$ cat src/rtl/i2c_txn_arbiter_if.sv
`default_nettype none
// ============================================================================
// Module      : i2c_txn_arbiter_if
// Description : Bundle of the requester-fabric and I2C-master-engine signals
//               that surround the transaction arbiter.
//   Requester side : req, req_rw, req_addr, req_wdata (to arbiter)
//                    gnt, done, rdata, err          (from arbiter)
//   Master side    : m_start, m_rw, m_addr, m_wdata, m_abort (from arbiter)
//                    m_busy, m_done, m_nack, m_rdata        (to arbiter)
//   Modports       : slave  - the arbiter's view (it serves the requesters)
//                    master - the surrounding fabric / engine view
// Revision    : 1.0  initial release
// ============================================================================
interface i2c_txn_arbiter_if #(
  parameter int NUM_REQ = 4,
  parameter int ADDR_W  = 7,
  parameter int DATA_W  = 8
);
  // requester fabric
  logic [NUM_REQ-1:0]        req;
  logic [NUM_REQ-1:0]        req_rw;
  logic [NUM_REQ*ADDR_W-1:0] req_addr;
  logic [NUM_REQ*DATA_W-1:0] req_wdata;
  logic [NUM_REQ-1:0]        gnt;
  logic [NUM_REQ-1:0]        done;
  logic [DATA_W-1:0]         rdata;
  logic                      err;
  // I2C master engine
  logic                      m_start;
  logic                      m_rw;
  logic [ADDR_W-1:0]         m_addr;
  logic [DATA_W-1:0]         m_wdata;
  logic                      m_abort;
  logic                      m_busy;
  logic                      m_done;
  logic                      m_nack;
  logic [DATA_W-1:0]         m_rdata;

  modport slave (
    input  req, req_rw, req_addr, req_wdata,
    input  m_busy, m_done, m_nack, m_rdata,
    output gnt, done, rdata, err,
    output m_start, m_rw, m_addr, m_wdata, m_abort
  );

  modport master (
    output req, req_rw, req_addr, req_wdata,
    output m_busy, m_done, m_nack, m_rdata,
    input  gnt, done, rdata, err,
    input  m_start, m_rw, m_addr, m_wdata, m_abort
  );
endinterface
`default_nettype wire

$ cat src/rtl/i2c_txn_arbiter.sv
`default_nettype none
// ============================================================================
// Module      : i2c_txn_arbiter
// Description : Round-robin arbiter sharing one I2C master engine among
//               NUM_REQ requesters. Latches the winning request, strobes the
//               master, waits for completion (or times out and aborts), then
//               returns read data / status with a one-cycle done pulse.
// Ports       : clk  - system clock, rising edge
//               rst  - asynchronous reset, active low
//               bus  - i2c_txn_arbiter_if.slave (requester + master signals)
// Revision    : 1.0  initial release
// ============================================================================
module i2c_txn_arbiter #(
  parameter int NUM_REQ        = 4,
  parameter int ADDR_W         = 7,
  parameter int DATA_W         = 8,
  parameter int TIMEOUT_CYCLES = 1024
) (
  input  logic             clk,
  input  logic             rst,
  i2c_txn_arbiter_if.slave bus
);

  localparam int c_idx_w = (NUM_REQ > 1) ? $clog2(NUM_REQ) : 1;
  localparam int c_sum_w = c_idx_w + 1;
  localparam int c_cnt_w = $clog2(TIMEOUT_CYCLES);

  // The abort decision is taken in the cycle whose counter is T-2 so that the
  // registered counter reaches T-1 together with the m_abort pulse.
  localparam logic [c_cnt_w-1:0] c_cnt_last = c_cnt_w'(TIMEOUT_CYCLES - 2);
  localparam logic [c_idx_w-1:0] c_ptr_rst  = c_idx_w'(NUM_REQ - 1);
  localparam logic [NUM_REQ-1:0] c_one      = NUM_REQ'(1);

  typedef enum logic [1:0] {
    S_IDLE  = 2'd0,
    S_ISSUE = 2'd1,
    S_WAIT  = 2'd2,
    S_RESP  = 2'd3
  } state_t;

  state_t               r_state;
  logic [c_idx_w-1:0]   r_ptr;
  logic [c_idx_w-1:0]   r_idx;
  logic [c_cnt_w-1:0]   r_cnt;
  logic [NUM_REQ-1:0]   r_gnt;
  logic [NUM_REQ-1:0]   r_done;
  logic [DATA_W-1:0]    r_rdata;
  logic                 r_err;
  logic                 r_start;
  logic                 r_abort;
  logic                 r_rw;
  logic [ADDR_W-1:0]    r_addr;
  logic [DATA_W-1:0]    r_wdata;

  // --------------------------------------------------------------------------
  // Round-robin pick: first set req bit searching upward from r_ptr+1,
  // wrapping at NUM_REQ. The last-granted index therefore has lowest priority.
  // --------------------------------------------------------------------------
  logic                 w_found;
  logic [c_idx_w-1:0]   w_sel;
  logic [c_sum_w-1:0]   w_cand;

  always_comb begin
    w_found = 1'b0;
    w_sel   = '0;
    w_cand  = '0;
    for (int k = 1; k <= NUM_REQ; k++) begin
      w_cand = {1'b0, r_ptr} + c_sum_w'(k);
      if (w_cand >= c_sum_w'(NUM_REQ)) begin
        w_cand = w_cand - c_sum_w'(NUM_REQ);
      end
      if (!w_found && bus.req[w_cand[c_idx_w-1:0]]) begin
        w_found = 1'b1;
        w_sel   = w_cand[c_idx_w-1:0];
      end
    end
  end

  // --------------------------------------------------------------------------
  // Transaction sequencer
  // --------------------------------------------------------------------------
  always_ff @(posedge clk or negedge rst) begin
    if (!rst) begin
      r_state <= S_IDLE;
      r_ptr   <= c_ptr_rst;
      r_idx   <= '0;
      r_cnt   <= '0;
      r_gnt   <= '0;
      r_done  <= '0;
      r_rdata <= '0;
      r_err   <= 1'b0;
      r_start <= 1'b0;
      r_abort <= 1'b0;
      r_rw    <= 1'b0;
      r_addr  <= '0;
      r_wdata <= '0;
    end else begin
      // strobes are single-cycle unless re-asserted below
      r_start <= 1'b0;
      r_abort <= 1'b0;

      case (r_state)
        S_IDLE: begin
          r_gnt   <= '0;
          r_done  <= '0;
          r_rdata <= '0;
          r_err   <= 1'b0;
          if (w_found) begin
            r_idx   <= w_sel;
            r_gnt   <= c_one << w_sel;
            r_rw    <= bus.req_rw[w_sel];
            r_addr  <= bus.req_addr[w_sel*ADDR_W +: ADDR_W];
            r_wdata <= bus.req_wdata[w_sel*DATA_W +: DATA_W];
            r_state <= S_ISSUE;
          end
        end

        S_ISSUE: begin
          if (!bus.m_busy) begin
            r_start <= 1'b1;
            r_cnt   <= '0;
            r_state <= S_WAIT;
          end
        end

        S_WAIT: begin
          r_cnt <= r_cnt + 1'b1;
          // completion has priority over a timeout on the same cycle
          if (bus.m_done) begin
            r_rdata <= r_rw ? bus.m_rdata : '0;
            r_err   <= bus.m_nack;
            r_done  <= r_gnt;
            r_state <= S_RESP;
          end else if (r_cnt == c_cnt_last) begin
            r_abort <= 1'b1;
            r_err   <= 1'b1;
            r_rdata <= '0;
            r_done  <= r_gnt;
            r_state <= S_RESP;
          end
        end

        S_RESP: begin
          r_ptr   <= r_idx;
          r_gnt   <= '0;
          r_done  <= '0;
          r_rdata <= '0;
          r_err   <= 1'b0;
          r_state <= S_IDLE;
        end

        default: begin
          r_state <= S_IDLE;
        end
      endcase
    end
  end

  assign bus.gnt     = r_gnt;
  assign bus.done    = r_done;
  assign bus.rdata   = r_rdata;
  assign bus.err     = r_err;
  assign bus.m_start = r_start;
  assign bus.m_abort = r_abort;
  assign bus.m_rw    = r_rw;
  assign bus.m_addr  = r_addr;
  assign bus.m_wdata = r_wdata;

endmodule
`default_nettype wire

$ cat src/flat_wrapper.sv
// flat-port wrapper written by rule: the top's interface ports become plain ports
module i2c_txn_arbiter_flat 
#(
  parameter int NUM_REQ        = 4,
  parameter int ADDR_W         = 7,
  parameter int DATA_W         = 8,
  parameter int TIMEOUT_CYCLES = 1024
)
  (clk, rst, bus_req, bus_req_rw, bus_req_addr, bus_req_wdata, bus_m_busy, bus_m_done, bus_m_nack, bus_m_rdata, bus_gnt, bus_done, bus_rdata, bus_err, bus_m_start, bus_m_rw, bus_m_addr, bus_m_wdata, bus_m_abort);
  i2c_txn_arbiter_if #(.NUM_REQ(NUM_REQ), .ADDR_W(ADDR_W), .DATA_W(DATA_W)) bus_i ();
  input  logic clk;
  input  logic rst;
  input wire logic [$bits(bus_i.req)-1:0] bus_req;
  input wire logic [$bits(bus_i.req_rw)-1:0] bus_req_rw;
  input wire logic [$bits(bus_i.req_addr)-1:0] bus_req_addr;
  input wire logic [$bits(bus_i.req_wdata)-1:0] bus_req_wdata;
  input wire logic [$bits(bus_i.m_busy)-1:0] bus_m_busy;
  input wire logic [$bits(bus_i.m_done)-1:0] bus_m_done;
  input wire logic [$bits(bus_i.m_nack)-1:0] bus_m_nack;
  input wire logic [$bits(bus_i.m_rdata)-1:0] bus_m_rdata;
  output wire logic [$bits(bus_i.gnt)-1:0] bus_gnt;
  output wire logic [$bits(bus_i.done)-1:0] bus_done;
  output wire logic [$bits(bus_i.rdata)-1:0] bus_rdata;
  output wire logic [$bits(bus_i.err)-1:0] bus_err;
  output wire logic [$bits(bus_i.m_start)-1:0] bus_m_start;
  output wire logic [$bits(bus_i.m_rw)-1:0] bus_m_rw;
  output wire logic [$bits(bus_i.m_addr)-1:0] bus_m_addr;
  output wire logic [$bits(bus_i.m_wdata)-1:0] bus_m_wdata;
  output wire logic [$bits(bus_i.m_abort)-1:0] bus_m_abort;
  assign bus_i.req = bus_req;
  assign bus_i.req_rw = bus_req_rw;
  assign bus_i.req_addr = bus_req_addr;
  assign bus_i.req_wdata = bus_req_wdata;
  assign bus_i.m_busy = bus_m_busy;
  assign bus_i.m_done = bus_m_done;
  assign bus_i.m_nack = bus_m_nack;
  assign bus_i.m_rdata = bus_m_rdata;
  assign bus_gnt = bus_i.gnt;
  assign bus_done = bus_i.done;
  assign bus_rdata = bus_i.rdata;
  assign bus_err = bus_i.err;
  assign bus_m_start = bus_i.m_start;
  assign bus_m_rw = bus_i.m_rw;
  assign bus_m_addr = bus_i.m_addr;
  assign bus_m_wdata = bus_i.m_wdata;
  assign bus_m_abort = bus_i.m_abort;
  i2c_txn_arbiter #(.NUM_REQ(NUM_REQ), .ADDR_W(ADDR_W), .DATA_W(DATA_W), .TIMEOUT_CYCLES(TIMEOUT_CYCLES)) u_core (.clk(clk), .rst(rst), .bus(bus_i));
endmodule
$ cat config.mk
export PLATFORM = sky130hd
export DESIGN_NAME = i2c_txn_arbiter_flat
export DESIGN_NICKNAME = d
export VERILOG_FILES = /design/src/rtl/i2c_txn_arbiter_if.sv /design/src/rtl/i2c_txn_arbiter.sv /design/src/flat_wrapper.sv
export SDC_FILE = /design/constraint.sdc
export NUM_CORES = 1
export LEC_CHECK = 0
export ABC_AREA = 1
export BUFFER_PORTS_ARGS = -buffer_cell sky130_fd_sc_hd__buf_2
export CAP_MARGIN = 20
export CELL_PAD_IN_SITES_DETAIL_PLACEMENT = 1
export CELL_PAD_IN_SITES_GLOBAL_PLACEMENT = 1
export CORE_MARGIN = 2
export CORE_UTILIZATION = 31
export DETAILED_ROUTE_END_ITERATION = 8
export GPL_TIMING_DRIVEN = 0
export PLACE_DENSITY = 0.88
export SKIP_CTS_REPAIR_TIMING = 1
export SYNTH_ARGS = -nofsm -noshare
export SYNTH_HDL_FRONTEND = slang
export SYNTH_SLANG_ARGS = --single-unit
$ cat constraint.sdc
create_clock -name clk -period 1.9 [get_ports clk]
set_input_delay 0.285 -clock clk [delete_from_list [all_inputs] [get_ports clk]]
set_output_delay 0.285 -clock clk [all_outputs]
set_load 0.1 [all_outputs]
==> results of run 1 <==
## placed cells by master (no fill, tap or decap), types with 6 or more instances in the layout
cell type  count
nand2_1      190
buf_2        117
dfrtp_1       48
nand3_1       46
nand2_2       33
buf_4         26
inv_1         25
nand2_4       10
a21oi_1        8
inv_2          7
o21ai_0        7
clkbuf_8       6
## metal layers
metal	wire (um)	GRT usage
met1	4471	0.2269
met3	598	0.03776
met4	98	0.02510
met2	5884	0.3354
met5	0	0
## sequential cells by signal (all words and copies together), names as in the netlist
| name | flops |
|---|---|
| u_core.bus.done | 4 |
| u_core.bus.rdata | 8 |
| u_core.r_state | 2 |
| u_core.bus.m_addr | 7 |
| u_core.bus.m_abort | 1 |
| u_core.bus.m_rw | 1 |
| u_core.bus.err | 1 |
| u_core.bus.m_start | 1 |
| u_core.bus.gnt | 4 |
| u_core.bus.m_wdata | 8 |
| u_core.r_idx | 2 |
| u_core.r_ptr | 2 |
| u_core.r_cnt | 10 |
## cell usage after synthesis
| master | count |
|---|---|
| a21boi_1 | 1 |
| a21oi_1 | 8 |
| a221oi_1 | 1 |
| a31oi_1 | 2 |
| a31oi_2 | 1 |
| buf_1 | 2 |
| buf_2 | 3 |
| buf_4 | 3 |
| buf_6 | 6 |
| clkbuf_1 | 3 |
| clkinv_1 | 1 |
| dfrtp_1 | 49 |
| dfstp_2 | 2 |
| ha_1 | 6 |
| inv_1 | 29 |
| inv_2 | 4 |
| nand2_1 | 231 |
| nand2_2 | 2 |
| nand2_4 | 2 |
| nand3_1 | 48 |
| nand3_2 | 1 |
| nand4_1 | 4 |
| nor2_1 | 7 |
| nor2_2 | 2 |
| nor2_4 | 1 |
| nor3_1 | 6 |
| nor3_2 | 1 |
| o21ai_0 | 9 |
| o21ai_1 | 3 |
| o221ai_1 | 1 |
| o22ai_1 | 5 |
| o31ai_1 | 4 |
## how the worst max path moves through the flow
stage / from / to / slack [ns]
finish: u_core.r_ptr[0] / u_core.bus.m_addr[0] / -0.32
CTS: u_core.r_state[0] / u_core.r_cnt[6] / -0.44
global placement: u_core.r_state[0] / u_core.r_cnt[6] / -0.24
global route: u_core.r_ptr[0] / u_core.bus.m_wdata[7] / -0.45
floorplan: u_core.r_state[0] / u_core.r_cnt[6] / 0.04
detailed placement: u_core.r_state[0] / u_core.r_cnt[6] / -0.39
## stage by stage
stage / setup WS [ns] / cell area (um^2) / util / setup TNS, ns / std cells
floorplan: 0.04155 / 3084 / - / 0 / 448
global placement: -0.2439 / 3826 / 0.3933 / -5.228 / 696
detailed placement: -0.3946 / 3846 / 0.3953 / -8.554 / 697
CTS: -0.4369 / 3968 / 0.4078 / -9.887 / 705
global route: -0.4463 / 4583 / 0.4711 / -8.690 / 732
finish: -0.3242 / 4583 / 0.4711 / -5.720 / 732
## kinds of logic after synthesis
logic type      count (synthesis)  share of synthesized area
simple gates                  305                     0.4110
fa+ha+maj                       6                    0.02434
compound gates                 35                    0.06856
flops                          51                     0.4146
buf+inv                        51                    0.08153
## layout make-up
cell class | count | area, um^2
Sequential cell | 51 | 1280
Buffer | 16 | 157.7
Multi-Input combinational cell | 346 | 1843
Clock inverter | 2 | 38.79
Timing Repair Buffer | 144 | 882.1
Clock buffer | 6 | 82.58
Tap cell | 133 | 166.4
Inverter | 34 | 132.6
Fill cell | 1281 | 5146
==> impl_metrics.ini, run 1 <==
[synth]
synth.avg_cell_area_um2 = 6.884
synth_top_cell_area_share = 0.3976
netlist_instances = 448
ys_types = 32
netlist_area_mm2 = 0.003084
syn_nets = 535
ys_ff_latch = 51
yosysWarnings = 0
synth_seq_area_share = 0.4146
ys_top_cells_by_area = dfrtp_1 (40%), nand2_1 (28%), nand3_1 (7.8%)
synth_top_area_cell = dfrtp_1

[floorplan]
dieWidth_um = 103.7
io_pins = 116
die_h_um = 103.7
core-area_mm2 = 0.009729
initial_core_util = 0.3170
rows = 36
die_area_mm2 = 0.01076

[cts]
htree_levels = 2
ctsLongestPathBuffers = 2
clock_sinks = 51
cts_buffers = 5
root_buffer = clkbuf_8
clkTransAtPathRegs_ns = 0.10
cts_tree = done
clock_latency_ns = 0.31

[outcome]
outcome = finished with violations
violations = hold timing, setup timing

[sta]
min_period_over_period = 1.171
timing.final.hold_violations = 24
min_period_ns = 2.224
rsz0062_at_grt = true
setup_viol = 22
holdWs_ns = -0.03345
tightest_slew_ns = 0.5916
fmax_ghz = 0.4496
setup_ws_ns = -0.3242
relSlewSlack = 0.6056
finClkSkew_ns = 0.008911
slew_viol_final = 0

[grt]
grtUsageTotal = 0.1830
grt_pass1_wl_um = 16590
grt_pass1_vias = 3451
gr-total-overflow = 0
antenna_found_initial = 0
grt_max_degree = 28

[setup_path]
crit_type = reg2reg
worstRegToRegCells = 16
crit_fanout = 5
required_ns = 2.12
cp.arrival_ns = 2.44
timing.rr.start = u_core.r_ptr[0]
crit_chain = buf_4 -> buf_6 -> nand2_2 -> nand2_2 -> nand2_1 -> nand2_2 -> nor2_2 -> a21boi_1 -> nand2_1 -> nor2_2 -> inv_2 -> clkbuf_16 -> nand2_1 -> nand2_1 -> nand2_1 -> nand2_1
cp_common_cell = nand2_1
cp_num_buf_inv = 4
startpoint_type = flop
endpoint_kind = flop
cp_num_cells = 16
path_delay_family = simple AND/OR/NAND/NOR gates
slowest_stage = dfstp_2
rrSetupSlack_ns = -0.32
critical_path.max_stage_delay_ns = 0.60
timing.rr.end = u_core.bus.m_addr[0]

[placement]
gp_congestion = 0.8432
io_buffers = 115
post-dp-hpwl_um = 7688

[routing]
viasPerCell = 4.791
drtPass1Iterations = 4
num_vias = 3507
drtAntennaViolNets = 0
wl_per_cell_um = 15.10
drc = 0
drtIter0Drc = 106
routed_wl_um = 11050

[layout]
syn_to_final_growth_pct = 48.60
nets = 685
drive_gt1_frac = 0.4090
diodes = 0

[run]
cap_violations = 0

[hold_path]
hold_path.class = in2async
Power of run 1 is not shown: default switching activity piles up to over one toggle a cycle in this logic, so the estimate is an artifact.
==> run 2, diff against run 1 <==
Settings changed: TNS_END_PERCENT set to 20.
==> impl_metrics.ini, run 2 (synthesis gave the netlist of run 1 again) <==
[sta]
min_period_ns = 2.204
holdWs_ns = -0.03302
min_period_over_period = 1.160
finClkSkew_ns = 0.01047
relSlewSlack = 0.6030
fmax_ghz = 0.4536
timing.final.hold_violations = 24
setup_viol = 22
slew_viol_final = 0
tightest_slew_ns = 0.5956
rsz0062_at_grt = true
setup_ws_ns = -0.3044

[routing]
drtIter0Drc = 107
dr_wl_met2_um = 5463
highest_layer = met4
num_vias = 3453
wl_per_cell_um = 14.72
routed_wl_um = 10640
drtAntennaViolNets = 0
wl_met3_um = 602
drtPass1Iterations = 5
wl_met1_um = 4481
drc = 0
viasPerCell = 4.776

[grt]
antenna_found_initial = 0
grt_pass1_vias = 3451
grt_max_degree = 28
gr-total-overflow = 0
grtUsageTotal = 0.1830
grt_pass1_wl_um = 16590

[setup_path]
timing.rr.end = u_core.bus.m_addr[0]
cp.arrival_ns = 2.42
setup.worst_path.start = u_core.r_ptr[0]
startpoint_type = flop
rrSetupSlack_ns = -0.30
worstRegToRegCells = 16
endpoint_kind = flop
crit_type = reg2reg
crit_fanout = 5
required_ns = 2.11
timing.rr.start = u_core.r_ptr[0]

[cts]
clock_sinks = 51
clkTransAtPathRegs_ns = 0.10
cts_tree = done
cts_buffers = 5
ctsLongestPathBuffers = 2
htree_levels = 2
clock_latency_ns = 0.31
root_buffer = clkbuf_8

[layout]
nFillCells = 1299
syn_to_final_growth_pct = 43.77
drive_gt1_frac = 0.3712
diodes = 0
largest_register_ffs = 10
regArea_mm2 = 0.001280
mostFrequentLayoutCells = nand2_1 (204), buf_2 (118), dfrtp_1 (48)
fin_area_mm2 = 0.004434
nets = 676
final_common_cell = nand2_1
multi_input_area_mm2 = 0.001758
regMostFlops = u_core.r_cnt

[outcome]
outcome = finished with violations
violations = hold timing, setup timing

[placement]
gp_congestion = 0.8432
placed_area_mm2 = 0.003846
io_buffers = 115
post-dp-hpwl_um = 7688

[floorplan]
rows = 36
initial_core_util = 0.3170
core-area_mm2 = 0.009729
die_h_um = 103.7
die_area_mm2 = 0.01076
io_pins = 116
dieWidth_um = 103.7

[run]
cap_violations = 0

[hold_path]
hold_path.class = in2async
run 2: changes by cell type in the layout (fill, tap and decap cells not counted), moves of 6 or more:
| cell | change |
|---|---|
| buf_4 | -11 |
| nand2_1 | +14 |
| nand2_2 | -8 |
| nand2_4 | -6 |
run 2: layout make-up:
type                            count  area share
Timing Repair Buffer              135      0.1837
Buffer                             16     0.03584
Multi-Input combinational cell    346      0.3964
Clock inverter                      2    0.008747
Tap cell                          133     0.03753
Clock buffer                        6     0.01862
Inverter                           34     0.03047
Sequential cell                    51      0.2887
run 2: through the flow:
stage | setup TNS [ns] | util | setup WS (ns) | std cells | hold slack (ns)
after floorplan | 0 | - | 0.04155 | 448 | -0.01059
after global placement | -5.228 | 0.3933 | -0.2439 | 696 | 0.4564
after detailed placement | -8.554 | 0.3953 | -0.3946 | 697 | 0.3234
after CTS | -9.887 | 0.4078 | -0.4369 | 705 | -0.01769
after global routing | -9.310 | 0.4558 | -0.4563 | 723 | -0.007215
final | -5.264 | 0.4558 | -0.3044 | 723 | -0.03302
run 2: per-layer routing:
| layer | track usage | up-vias |
|---|---|---|
| li1 | - | 1704 |
| met1 | 0.2269 | 1622 |
| met2 | 0.3354 | 114 |
| met3 | 0.03776 | 13 |
| met4 | 0.02510 | 0 |
| met5 | 0 | - |
run 2: how the worst max path moves through the flow:
stage	endpoint	slack (ns)	cells past startpoint
after floorplan	u_core.r_cnt[6]	0.04	10
final	u_core.bus.m_addr[0]	-0.30	16
after global placement	u_core.r_cnt[6]	-0.24	10
after global routing	u_core.bus.m_rw	-0.46	15
after CTS	u_core.r_cnt[6]	-0.44	10
after detailed placement	u_core.r_cnt[6]	-0.39	10
run 2: critical path: stages, from the launching register on:
cell	delay [ns]
dfstp_2	0.60
buf_4	0.13
buf_6	0.10
nand2_2	0.08
nand2_2	0.09
nand2_1	0.09
nand2_2	0.10
nor2_2	0.07
a21boi_1	0.12
nand2_1	0.09
nor2_2	0.14
inv_2	0.12
clkbuf_16	0.17
nand2_1	0.07
nand2_1	0.05
nand2_1	0.06
nand2_1	0.05
Power of run 2 is left out for the same reason.
